$ cat config.mk
export PLATFORM = sky130hd
export DESIGN_NAME = obs_slot_sched
export DESIGN_NICKNAME = d
export VERILOG_FILES = /design/src/rtl/obs_slot_sched.sv
export SDC_FILE = /design/constraint.sdc
export NUM_CORES = 1
export LEC_CHECK = 0
export ABC_AREA = 1
export BUFFER_PORTS_ARGS = -buffer_cell sky130_fd_sc_hd__clkbuf_2
export CAP_MARGIN = 20
export CORE_AREA = 2 2 187 134
export CTS_BUF_LIST = sky130_fd_sc_hd__clkbuf_16
export CTS_CLUSTER_DIAMETER = 40
export DETAILED_ROUTE_END_ITERATION = 8
export DIE_AREA = 0 0 189 136
export PLACE_DENSITY = 0.5
export SLEW_MARGIN = 10
export SYNTH_ARGS = -nofsm -noshare
export SYNTH_HDL_FRONTEND = slang
export SYNTH_SLANG_ARGS = --single-unit
$ cat constraint.sdc
create_clock -name clk -period 6.1 [get_ports clk]
set_input_delay 1.22 -clock clk [delete_from_list [all_inputs] [get_ports clk]]
set_output_delay 1.22 -clock clk [all_outputs]
set_load 0.03 [all_outputs]
$ cat src/rtl/obs_slot_sched.sv
// obs_slot_sched -- obstacle slot scheduler for the VGA shooter.
//
// Owns NUM_SLOTS obstacle slots. Spawns a new obstacle every SPAWN_GAP
// frame ticks into the lowest free slot, moves active obstacles down by
// BASE_V+level px per tick, and retires them on a hit or at the bottom.
//
// Ports:
//   clk, rst     system clock, asynchronous active-high reset
//   run          high during PLAY; low clears every slot synchronously
//   tick         one-cycle frame tick
//   level        current level 0..3 (adds to vertical speed)
//   rnd          free-running LFSR value, source of spawn x
//   hit_valid    one-cycle hit request for slot hit_slot
//   hit_ack      one-cycle pulse: hit accepted (slot was active)
//   act          per-slot active flag
//   obs_x/obs_y  packed 10-bit left/top edge per slot, slot i at [10i+9:10i]
//   miss_mask    one-cycle pulse, slots retired at the bottom this tick
//   spawn_pulse  one-cycle pulse when a spawn occurs
//
// Optional build macro OBS_DRIFT_EN: obstacles also drift 1 px per tick
// horizontally, bouncing off the screen edges.

module obs_slot_sched #(
    parameter int NUM_SLOTS = 4,
    parameter int MAX_X     = 640,
    parameter int MAX_Y     = 480,
    parameter int OBS_SIZE  = 20,
    parameter int SPAWN_GAP = 60,
    parameter int BASE_V    = 2,
    localparam int SW       = $clog2(NUM_SLOTS)
) (
    input  logic                    clk,
    input  logic                    rst,
    input  logic                    run,
    input  logic                    tick,
    input  logic [1:0]              level,
    input  logic [9:0]              rnd,
    input  logic                    hit_valid,
    input  logic [SW-1:0]           hit_slot,
    output logic                    hit_ack,
    output logic [NUM_SLOTS-1:0]    act,
    output logic [10*NUM_SLOTS-1:0] obs_x,
    output logic [10*NUM_SLOTS-1:0] obs_y,
    output logic [NUM_SLOTS-1:0]    miss_mask,
    output logic                    spawn_pulse
);

    localparam int XL = MAX_X - OBS_SIZE;   // rightmost legal left edge
    localparam int YL = MAX_Y - OBS_SIZE;   // lowest legal top edge
    localparam int GW = $clog2(SPAWN_GAP + 1);

    logic [GW-1:0]           gap_cnt, gap_d;
    logic [NUM_SLOTS-1:0]    act_d, miss_d, hit_vec;
    logic [10*NUM_SLOTS-1:0] obs_x_d, obs_y_d;
    logic                    hit_ack_d, spawn_d, found;
    logic [9:0]              vel, rnd_clip;
    logic [10:0]             ysum;

`ifdef OBS_DRIFT_EN
    logic [NUM_SLOTS-1:0]    dir, dir_d;    // 1 = moving right
`endif

    assign vel      = 10'(BASE_V) + {8'd0, level};
    // Fold values beyond the right edge back into range with one subtract.
    assign rnd_clip = (rnd <= 10'(XL)) ? rnd : rnd - 10'(XL + 1);

    always_comb begin
        act_d     = act;
        obs_x_d   = obs_x;
        obs_y_d   = obs_y;
        gap_d     = gap_cnt;
        miss_d    = '0;
        hit_ack_d = 1'b0;
        spawn_d   = 1'b0;
        found     = 1'b0;
        ysum      = '0;
        hit_vec   = '0;
`ifdef OBS_DRIFT_EN
        dir_d     = dir;
`endif
        for (int unsigned i = 0; i < NUM_SLOTS; i++) begin
            hit_vec[i] = hit_valid && (hit_slot == SW'(i)) && act[i];
        end

        if (!run) begin
            act_d   = '0;
            obs_x_d = '0;
            obs_y_d = '0;
            gap_d   = '0;
`ifdef OBS_DRIFT_EN
            dir_d   = '0;
`endif
        end else begin
            hit_ack_d = |hit_vec;
            act_d     = act & ~hit_vec;
            if (tick) begin
                // Motion only for slots active at the start of the cycle
                // and not hit now: a hit overrides both motion and miss.
                for (int unsigned i = 0; i < NUM_SLOTS; i++) begin
                    if (act[i] && !hit_vec[i]) begin
                        ysum = {1'b0, obs_y[10*i +: 10]} + {1'b0, vel};
                        if (ysum > 11'(YL)) begin
                            act_d[i]  = 1'b0;
                            miss_d[i] = 1'b1;
                        end else begin
                            obs_y_d[10*i +: 10] = ysum[9:0];
`ifdef OBS_DRIFT_EN
                            if (dir[i]) begin
                                if (obs_x[10*i +: 10] == 10'(XL)) dir_d[i] = 1'b0;
                                else obs_x_d[10*i +: 10] = obs_x[10*i +: 10] + 10'd1;
                            end else begin
                                if (obs_x[10*i +: 10] == '0) dir_d[i] = 1'b1;
                                else obs_x_d[10*i +: 10] = obs_x[10*i +: 10] - 10'd1;
                            end
`endif
                        end
                    end
                end
                // Free slots are judged from act at the start of the cycle,
                // so a slot being hit right now cannot be reused yet.
                if (gap_cnt == '0) begin
                    for (int unsigned i = 0; i < NUM_SLOTS; i++) begin
                        if (!act[i] && !found) begin
                            found               = 1'b1;
                            act_d[i]            = 1'b1;
                            obs_x_d[10*i +: 10] = rnd_clip;
                            obs_y_d[10*i +: 10] = '0;
`ifdef OBS_DRIFT_EN
                            dir_d[i]            = rnd[0];
`endif
                        end
                    end
                    if (found) begin
                        gap_d   = GW'(SPAWN_GAP - 1);
                        spawn_d = 1'b1;
                    end
                end else begin
                    gap_d = gap_cnt - 1'b1;
                end
            end
        end
    end

    always_ff @(posedge clk or posedge rst) begin
        if (rst) begin
            act         <= '0;
            obs_x       <= '0;
            obs_y       <= '0;
            gap_cnt     <= '0;
            hit_ack     <= 1'b0;
            miss_mask   <= '0;
            spawn_pulse <= 1'b0;
`ifdef OBS_DRIFT_EN
            dir         <= '0;
`endif
        end else begin
            act         <= act_d;
            obs_x       <= obs_x_d;
            obs_y       <= obs_y_d;
            gap_cnt     <= gap_d;
            hit_ack     <= hit_ack_d;
            miss_mask   <= miss_d;
            spawn_pulse <= spawn_d;
`ifdef OBS_DRIFT_EN
            dir         <= dir_d;
`endif
        end
    end

endmodule
==> results_dict.tcl, run 1 <==
set metrics [dict create \
    status "finished, final reports clean" \
    endpoint_kind "flip-flop" \
    critPathBufInv 2 \
    period_share_pct 54.7 \
    dp_cells 1233 \
    critical_path.top_delay_family "simple AND/OR/NAND/NOR gates" \
    drc 0 \
    total_leakage_power_uw 0.00378 \
    ys_top_cells_by_count "nand2_1, inv_1, dfrtp_1, nand3_1, o21ai_0" \
    grt_use_total_pct 14.3 \
    cpMostUsedCell "nand2_1" \
    core_um2 24100 \
    drtIter0Drc 375 \
    drive_above_1_share_pct 18.5 \
    grt_first_pass_wirelength_um 28700 \
    synth_seq_area_share_pct 40.6 \
    dp_hpwl_um 13300 \
    p_per_area_nw_per_um2 247 \
    fmax_ghz 0.300 \
    cts_resized 0 \
    cts.sinks 96 \
    ys_warn_count 0 \
    start_util_pct 24.6 \
    path_max_fanout 11 \
    netlist.area_leader.share_pct 40.6 \
    grt_overflow 0 \
    fin_util_pct 29.5 \
    nets 958 \
    grt_max_degree 55 \
    cts_max_level 3 \
    multi_input_area_um2 2970 \
    setup_tns_ns 0 \
    nFillCells 2652 \
    synth_edf_count 0 \
    required_ns 6.33 \
    synthToLayoutAreaGrowth_pct 19.9 \
    avgSynthCellArea_um2 7.24 \
    ios 109 \
    vias 5568 \
    clock_tree.buffer_depth 2 \
    clk_latency_ns 0.37 \
    ys_ff_latch 96 \
    drt-pass1-iter-count 5 \
    period_needed_ns 3.34 \
    tightestPinTransition_ns 0.908 \
    port-buffer-count 108 \
    critPathSlowestCell "fa_1" \
    hold_viol_final 0 \
    ys_async_sr_fraction_pct 100 \
    finalWirelength_um 18100 \
    ys_top_cells_by_area "dfrtp_1, nand2_1, inv_1" \
    antenna_found_initial 0 \
    cts_buffers 9 \
    rsz0062_at_grt "no" \
    min_path_type "reg -> reg" \
    synth_flop_cell "dfrtp_1" \
    startpoint_type "primary input" \
    n_antenna_cell 0 \
    fp-row-count 48 \
    fin_skew_ns 0.0118 \
    routabilityCongestion 0.840 \
    slew_headroom_pct 39.2 \
    postCtsSetupRepairBufs 0 \
    fp.dieW_um 189 \
    die-area_um2 25700 \
    grt_pass1_vias 5078 \
    setup_violations 0 \
    post_drt_wl_per_cell_um 14.5 \
    max_cap_viol_count 0 \
    die_h_um 136 \
    fin_cells 1250 \
    slew_violations 0 \
    synthCells 818 \
    postCtsHoldBufs 0 \
    synth_nets 856 \
    synth_area_leader_cell "dfrtp_1" \
    detail-route-antenna-nets 0 \
    cts_tree "done" \
    synth_area_um2 5920 \
    synth.most_common_cell "nand2_1" \
    synth_cell_types 38 \
    via_per_inst 4.45 \
    clk_pin_slew_ns 0.08 \
    final-seq-area_um2 2400 \
    ir_drop_mv 0.143 \
    critical-path-max-stage-delay_ns 0.47 \
    timing_worst_setup_path_type "in -> reg" \
    root_buffer "clkbuf_16" \
    crit_arrival_ns 3.57 \
    path_cells "clkbuf_2 -> inv_1 -> fa_1 -> nand2_1 -> nand2_1 -> nand2_1 -> xor2_1 -> nand3_1 -> nand2_1 -> nand3_2 -> nand3_1 -> o21ai_0" \
]
-- metal layers --
layer	wire (um)	vias to the layer above	track usage (%)
met1	9360	2599	21.5
met4	204	0	3.60
met5	0	-	0
met2	7740	99	20.6
met3	774	14	2.97
li1	-	2856	-
-- worst paths after layout --
path | from | endpoint | slack (ns) | cells past startpoint
max in group asynchronous | rst | obs_y[20]$_DFFE_PP0P_ | 4.05 | 3
hold / removal | obs_x[10]$_DFFE_PP0P_ | obs_x[10]$_DFFE_PP0P_ | 0.48 | 2
hold reg to reg | obs_x[10]$_DFFE_PP0P_ | obs_x[10]$_DFFE_PP0P_ | 0.48 | 2
min in group asynchronous | rst | obs_x[15]$_DFFE_PP0P_ | 0.90 | 2
setup / recovery | level[1] | obs_y[39]$_DFFE_PP0P_ | 2.76 | 12
setup reg to reg | obs_y[10]$_DFFE_PP0P_ | obs_y[12]$_DFFE_PP0P_ | 3.49 | 13
-- stage by stage --
| stage | power (uW) | instance area, um^2 | setup slack (ns) | hold WS [ns] |
|---|---|---|---|---|
| 2_1_floorplan | 1030 | 5920 | 2.37 | 0.446 |
| 3_3_place_gp | 1160 | 6800 | 2.45 | 0.468 |
| 3_5_place_dp | 1170 | 6800 | 2.35 | 0.473 |
| 4_1_cts | 1780 | 7090 | 2.77 | 0.485 |
| 5_1_grt | 1850 | 7100 | 2.56 | 0.507 |
| 6_report | 1750 | 7100 | 2.76 | 0.482 |
-- kinds of logic (layout without fill, tap and decap cells) --
family	after synthesis	count (layout)	share of synthesized area, %
DFF	96	96	40.6
xor gates and xnor gates	6	6	0.887
and+or+nand+nor	446	446	34.3
AOI/OAI and AO/OA	112	112	10.4
buffers and inverters	139	246	9.38
adders and majority gates	19	19	4.52
-- cells in the final DEF, fill, tap and decap left out, drive strengths merged, types with 3 or more instances in the layout --
master,count
a21oi,27
a31oi,8
buf,7
clkbuf,117
clkinv,3
dfrtp,96
fa,4
ha,15
inv,118
nand2,263
nand3,90
nand4,29
nor2,51
nor3,11
o21ai,67
o22ai,4
xor2,6
-- layout make-up --
type | instances | area share [%]
Multi-Input combinational cell | 583 | 41.8
Sequential cell | 96 | 33.8
Timing Repair Buffer | 115 | 8.35
Inverter | 115 | 6.11
Tap cell | 325 | 5.73
Clock buffer | 9 | 3.17
Clock inverter | 7 | 1.00
-- worst reg2reg max path, cell delays in order, from the launching register on --
cell	delay, ns
dfrtp_1	0.43
ha_1	0.20
inv_1	0.05
fa_1	0.41
o21ai_2	0.25
nand2_1	0.14
nand2_1	0.10
nand3_1	0.06
nor2_1	0.10
nand2_1	0.24
nand3_2	0.29
nand2_1	0.08
nand3_1	0.08
nand2_1	0.06
-- state kept, by name, summed over array words and instances, names as in the netlist --
name and count:
act 4, gap_cnt 6, hit_ack 1, miss_mask 4, obs_x 40, obs_y 40, spawn_pulse 1
-- report_power, final --
part | switching (uW) | internal (uW) | leakage (uW) | total, uW
Sequential | 42.4 | 689 | 0.00129 | 731
Clock | 280 | 320 | 0.000151 | 600
Combinational | 305 | 114 | 0.00233 | 419
No activity file was read; power rests on OpenSTA's default activity.
==> run 2, diff against run 1 <==
clock period = 3.2 ns   (was 6.1 ns; I/O delays follow)
==> run 2 against run 1 <==
Effect of this change:
- largest power group unchanged
- global-route usage grew 0.17 points
- die area unchanged
- worst setup slack got worse by 2.1 ns
- largest cell class unchanged
- non-clock buffer count is 7 higher
- utilization increased by 0.29 points
==> results_dict.tcl, run 2 (same netlist as run 1, synthesis figures left out) <==
set metrics [dict create \
    crit_arrival_ns 2.83 \
    drtIter0Drc 405 \
    synthToLayoutAreaGrowth_pct 21.0 \
    critPathBufInv 3 \
    clk_pin_slew_ns 0.08 \
    setup_violations 0 \
    slew_violations 0 \
    grt_use_total_pct 14.5 \
    reg_top3 "obs_x: 40 flops, obs_y: 40 flops, gap_cnt: 6 flops" \
    cts.sinks 96 \
    ir_drop_mv 0.248 \
    grt_pass1_vias 5314 \
    fin_skew_ns 0.00962 \
    critPathSlowestCell "fa_1" \
    core_um2 24100 \
    drc 0 \
    nets 965 \
    start_util_pct 24.6 \
    path_max_fanout 11 \
    die-area_um2 25700 \
    max_cap_viol_count 0 \
    vias 5604 \
    fin_util_pct 29.8 \
    cts_tree "done" \
    postCtsHoldBufs 0 \
    startpoint_type "primary input" \
    min_path_type "in -> async" \
    grt_first_pass_wirelength_um 29200 \
    cts_resized 0 \
    rsz0062_at_grt "no" \
    postCtsSetupRepairBufs 0 \
    detail-route-antenna-nets 0 \
    hold_viol_final 0 \
    endpoint_kind "flip-flop" \
    fmax_ghz 0.388 \
    layout_common_cells "nand2_1, inv_1, clkbuf_2" \
    die_h_um 136 \
    clock_tree.buffer_depth 2 \
    root_buffer "clkbuf_16" \
    cts_buffers 9 \
    setup_tns_ns 0 \
    fp-row-count 48 \
    drt-pass1-iter-count 5 \
    via_per_inst 4.45 \
    period_share_pct 80.5 \
    grt_overflow 0 \
    grt_max_degree 80 \
    clk_latency_ns 0.35 \
    period_needed_ns 2.58 \
    drive_above_1_share_pct 19.3 \
    critical_path.top_delay_family "simple AND/OR/NAND/NOR gates" \
    final_common_cell "nand2_1" \
    slew_headroom_pct 40.5 \
    fp.dieW_um 189 \
    required_ns 3.45 \
    p_per_area_nw_per_um2 461 \
    cpMostUsedCell "nand2_1" \
    finalWirelength_um 17900 \
    timing_worst_setup_path_type "in -> reg" \
    total_leakage_power_uw 0.00381 \
    path_cells "clkbuf_2 -> ha_1 -> inv_1 -> fa_1 -> o21ai_2 -> nand3_1 -> nand2_1 -> nand3_2 -> nand2_4 -> nand3_2 -> nand2_1 -> nand2_1 -> nand2_1 -> inv_1" \
    status "finished, final reports clean" \
    antenna_found_initial 0 \
    port-buffer-count 108 \
    ios 109 \
    routabilityCongestion 0.827 \
    cts_max_level 3 \
    critical-path-max-stage-delay_ns 0.41 \
    dp_hpwl_um 13400 \
    post_drt_wl_per_cell_um 14.3 \
    tightestPinTransition_ns 0.889 \
]
==> run 2: area by class of cell <==
class                      count  area, um^2
inverter                     115         434
antenna                        1        2.50
multi-input combinational    583        2970
clock inverter                 7        72.6
tap                          325         407
fill                        2641       16900
clock buffer                   9         225
timing repair buffer         122         658
sequential                    96        2400
==> run 2: where the power goes <==
part / internal (uW) / switching, uW
Sequential: 1310 / 82.7
Combinational: 222 / 578
Clock: 553 / 557
==> run 2: worst reg2reg max path: cells and delay by family, from the launching register on <==
| family | cells | cell delay (ns) |
|---|---|---|
| and+or+nand+nor | 8 | 1.05 |
| adders and majority gates | 2 | 0.60 |
| DFF | 1 | 0.39 |
| AOI/OAI and AO/OA | 1 | 0.25 |
| buffers and inverters | 2 | 0.09 |
==> run 2: final timing paths <==
path / from / to / slack, ns / depth (start not counted)
worst max-delay path: level[0] / obs_y[6]$_DFFE_PP0P_ / 0.62 / 14
worst min-delay path: rst / obs_y[0]$_DFFE_PP0P_ / 0.21 / 2
worst max register to register: obs_y[0]$_DFFE_PP0P_ / obs_y[6]$_DFFE_PP0P_ / 0.73 / 13
worst min register to register: obs_x[10]$_DFFE_PP0P_ / obs_x[10]$_DFFE_PP0P_ / 0.49 / 2
max in group asynchronous: rst / obs_y[24]$_DFFE_PP0P_ / 2.27 / 3
min in group clk: obs_x[10]$_DFFE_PP0P_ / obs_x[10]$_DFFE_PP0P_ / 0.49 / 2
==> run 2: per-stage QoR <==
step	worst slack [ns]	hold WS, ns	power, uW	instances	area (um^2)
finish	0.624	0.211	3310	1258	7170
global route	0.462	0.214	3510	1257	7170
CTS	0.666	0.200	3370	1257	7170
detailed placement	0.292	0.473	2230	1241	6870
global placement	0.341	0.468	2220	1241	6870
floorplan	0.0546	0.446	1970	818	5920
==> run 2: per-layer routing <==
layer	GRT usage [%]	share of wire (%)	wire, um	vias up
met1	21.2	51	9190	2617
li1	-	-	-	2875
met3	3.12	4.8	869	9
met5	0	0	0	-
met2	21.8	43	7730	103
met4	2.78	0.79	142	0
==> run 3, diff against run 2 <==
clock period = 2.5 ns   (was 3.2 ns; I/O delays follow)
==> run 3 against run 2 <==
Effect of this change:
- final area up 5.1%
- global-route usage is essentially flat
- clock skew hardly changed
- critical path depth shrank 2
- count of clock-buffer cells in the layout unchanged
- first-iteration DRC count is 20% lower
- critical path type is now reg -> reg
==> results_dict.tcl, run 3 (same netlist as run 1, synthesis figures left out) <==
set metrics [dict create \
    status "finished, final reports clean" \
    multi_input_area_um2 2980 \
    ir_drop_mv 0.324 \
    core_um2 24100 \
    cts_max_level 3 \
    endpoint_kind "flip-flop" \
    rsz0062_at_grt "no" \
    nets 1011 \
    slew_violations 0 \
    setup_tns_ns 0 \
    total_leakage_power_uw 0.00402 \
    finalWirelength_um 18200 \
    slew_headroom_pct 58.6 \
    grt_max_degree 97 \
    period_share_pct 92.5 \
    clk_latency_ns 0.36 \
    dp_hpwl_um 13600 \
    fp-row-count 48 \
    detail-route-antenna-nets 0 \
    drt-pass1-iter-count 5 \
    final-seq-area_um2 2400 \
    nFillCells 2621 \
    antenna_found_initial 0 \
    min_path_type "in -> async" \
    timing_worst_setup_path_type "reg -> reg" \
    start_util_pct 24.6 \
    fin_skew_ns 0.00999 \
    fmax_ghz 0.432 \
    ios 109 \
    layout_common_cells "nand2_1, inv_1, clkbuf_2" \
    setup_violations 0 \
    period_needed_ns 2.31 \
    clk_pin_slew_ns 0.07 \
    post_drt_wl_per_cell_um 13.9 \
    fin_area_um2 7540 \
    fp.dieW_um 189 \
    grt_use_total_pct 14.5 \
    grt_first_pass_wirelength_um 29100 \
    hold_viol_final 0 \
    routabilityCongestion 0.827 \
    startpoint_type "flip-flop" \
    place_area_um2 7190 \
    die_h_um 136 \
    cts_tree "done" \
    port-buffer-count 108 \
    cts_buffers 9 \
    drc 0 \
    die-area_um2 25700 \
    vias 5741 \
    crit_arrival_ns 2.59 \
    required_ns 2.78 \
    root_buffer "clkbuf_16" \
    final_common_cell "nand2_1" \
    drive_above_1_share_pct 23.3 \
    fin_util_pct 31.3 \
    fin_ws_ns 0.187 \
    dp_slack_ns -0.0974 \
    max_cap_viol_count 0 \
    reg_top3 "obs_x: 40 flops, obs_y: 40 flops, gap_cnt: 6 flops" \
    n_antenna_cell 0 \
    grt_overflow 0 \
    drtIter0Drc 325 \
    synthToLayoutAreaGrowth_pct 27.2 \
    p_per_area_nw_per_um2 563 \
    path_max_fanout 10 \
    total_power_uw 4240 \
    tightestPinTransition_ns 0.619 \
    clock_tree.buffer_depth 2 \
    grt_pass1_vias 5343 \
    via_per_inst 4.41 \
    cts.sinks 96 \
]
## run 3: cell types whose count changed in the layout (fill, tap and decap cells not counted), sizes merged
cell / before / now
clkinvlp: 1 / 2
buf: 14 / 60
inv: 119 / 117
diode: 1 / 0
clkinv: 2 / 3
## run 3: cell type report
| cell class | count | share of cell area (%) |
|---|---|---|
| Clock buffer | 9 | 2.99 |
| Clock inverter | 7 | 0.847 |
| Inverter | 115 | 5.78 |
| Multi-Input combinational cell | 583 | 39.6 |
| Sequential cell | 96 | 31.9 |
| Tap cell | 325 | 5.40 |
| Timing Repair Buffer | 168 | 13.5 |
## run 3: stage by stage
stage	hold slack [ns]	cells
6_report	0.252	1303
5_1_grt	0.353	1303
4_1_cts	0.314	1298
3_5_place_dp	0.473	1282
3_3_place_gp	0.468	1282
2_1_floorplan	0.446	818
## run 3: path summary, 6_finish.rpt
| path | slack, ns | startpoint | cells after the start | to |
|---|---|---|---|---|
| setup / recovery | 0.19 | obs_y[30]$_DFFE_PP0P_ | 12 | obs_y[36]$_DFFE_PP0P_ |
| hold / removal | 0.25 | rst | 3 | obs_x[22]$_DFFE_PP0P_ |
| setup reg to reg | 0.19 | obs_y[30]$_DFFE_PP0P_ | 12 | obs_y[36]$_DFFE_PP0P_ |
| hold reg to reg | 0.49 | obs_x[26]$_DFFE_PP0P_ | 2 | obs_x[26]$_DFFE_PP0P_ |
| max in group asynchronous | 1.74 | rst | 3 | obs_y[20]$_DFFE_PP0P_ |
| min in group clk | 0.49 | obs_x[26]$_DFFE_PP0P_ | 2 | obs_x[26]$_DFFE_PP0P_ |
## run 3: critical path, cell delays in order, from the launching register on
cell	delay, ns
dfrtp_1	0.42
ha_1	0.22
fa_1	0.38
nand2_1	0.09
nand2_1	0.11
nand2_1	0.09
xor2_1	0.19
nand3_1	0.10
nand2_1	0.14
nand3_2	0.23
nand2_1	0.12
inv_1	0.04
a21oi_1	0.11
## run 3: where the power goes
part,total [uW],switching [uW],leakage (uW),internal [uW]
sequential,1790,105,0.00129,1680
clock,1390,692,0.000140,696
combinational,1070,746,0.00259,321
## run 3: what timing repair did
action	in CTS	in global routing
hold buffers	0	0
setup buffers	0	5
endpoints found under the setup margin	0	15
gates resized for setup	0	4
hold endpoints to repair	0	0
## run 3: layer usage
| layer | global-route usage [%] | routed length, um |
|---|---|---|
| met1 | 21.0 | 9510 |
| met2 | 22.1 | 7840 |
| met3 | 2.87 | 660 |
| met4 | 3.30 | 144 |
| met5 | 0 | 0 |
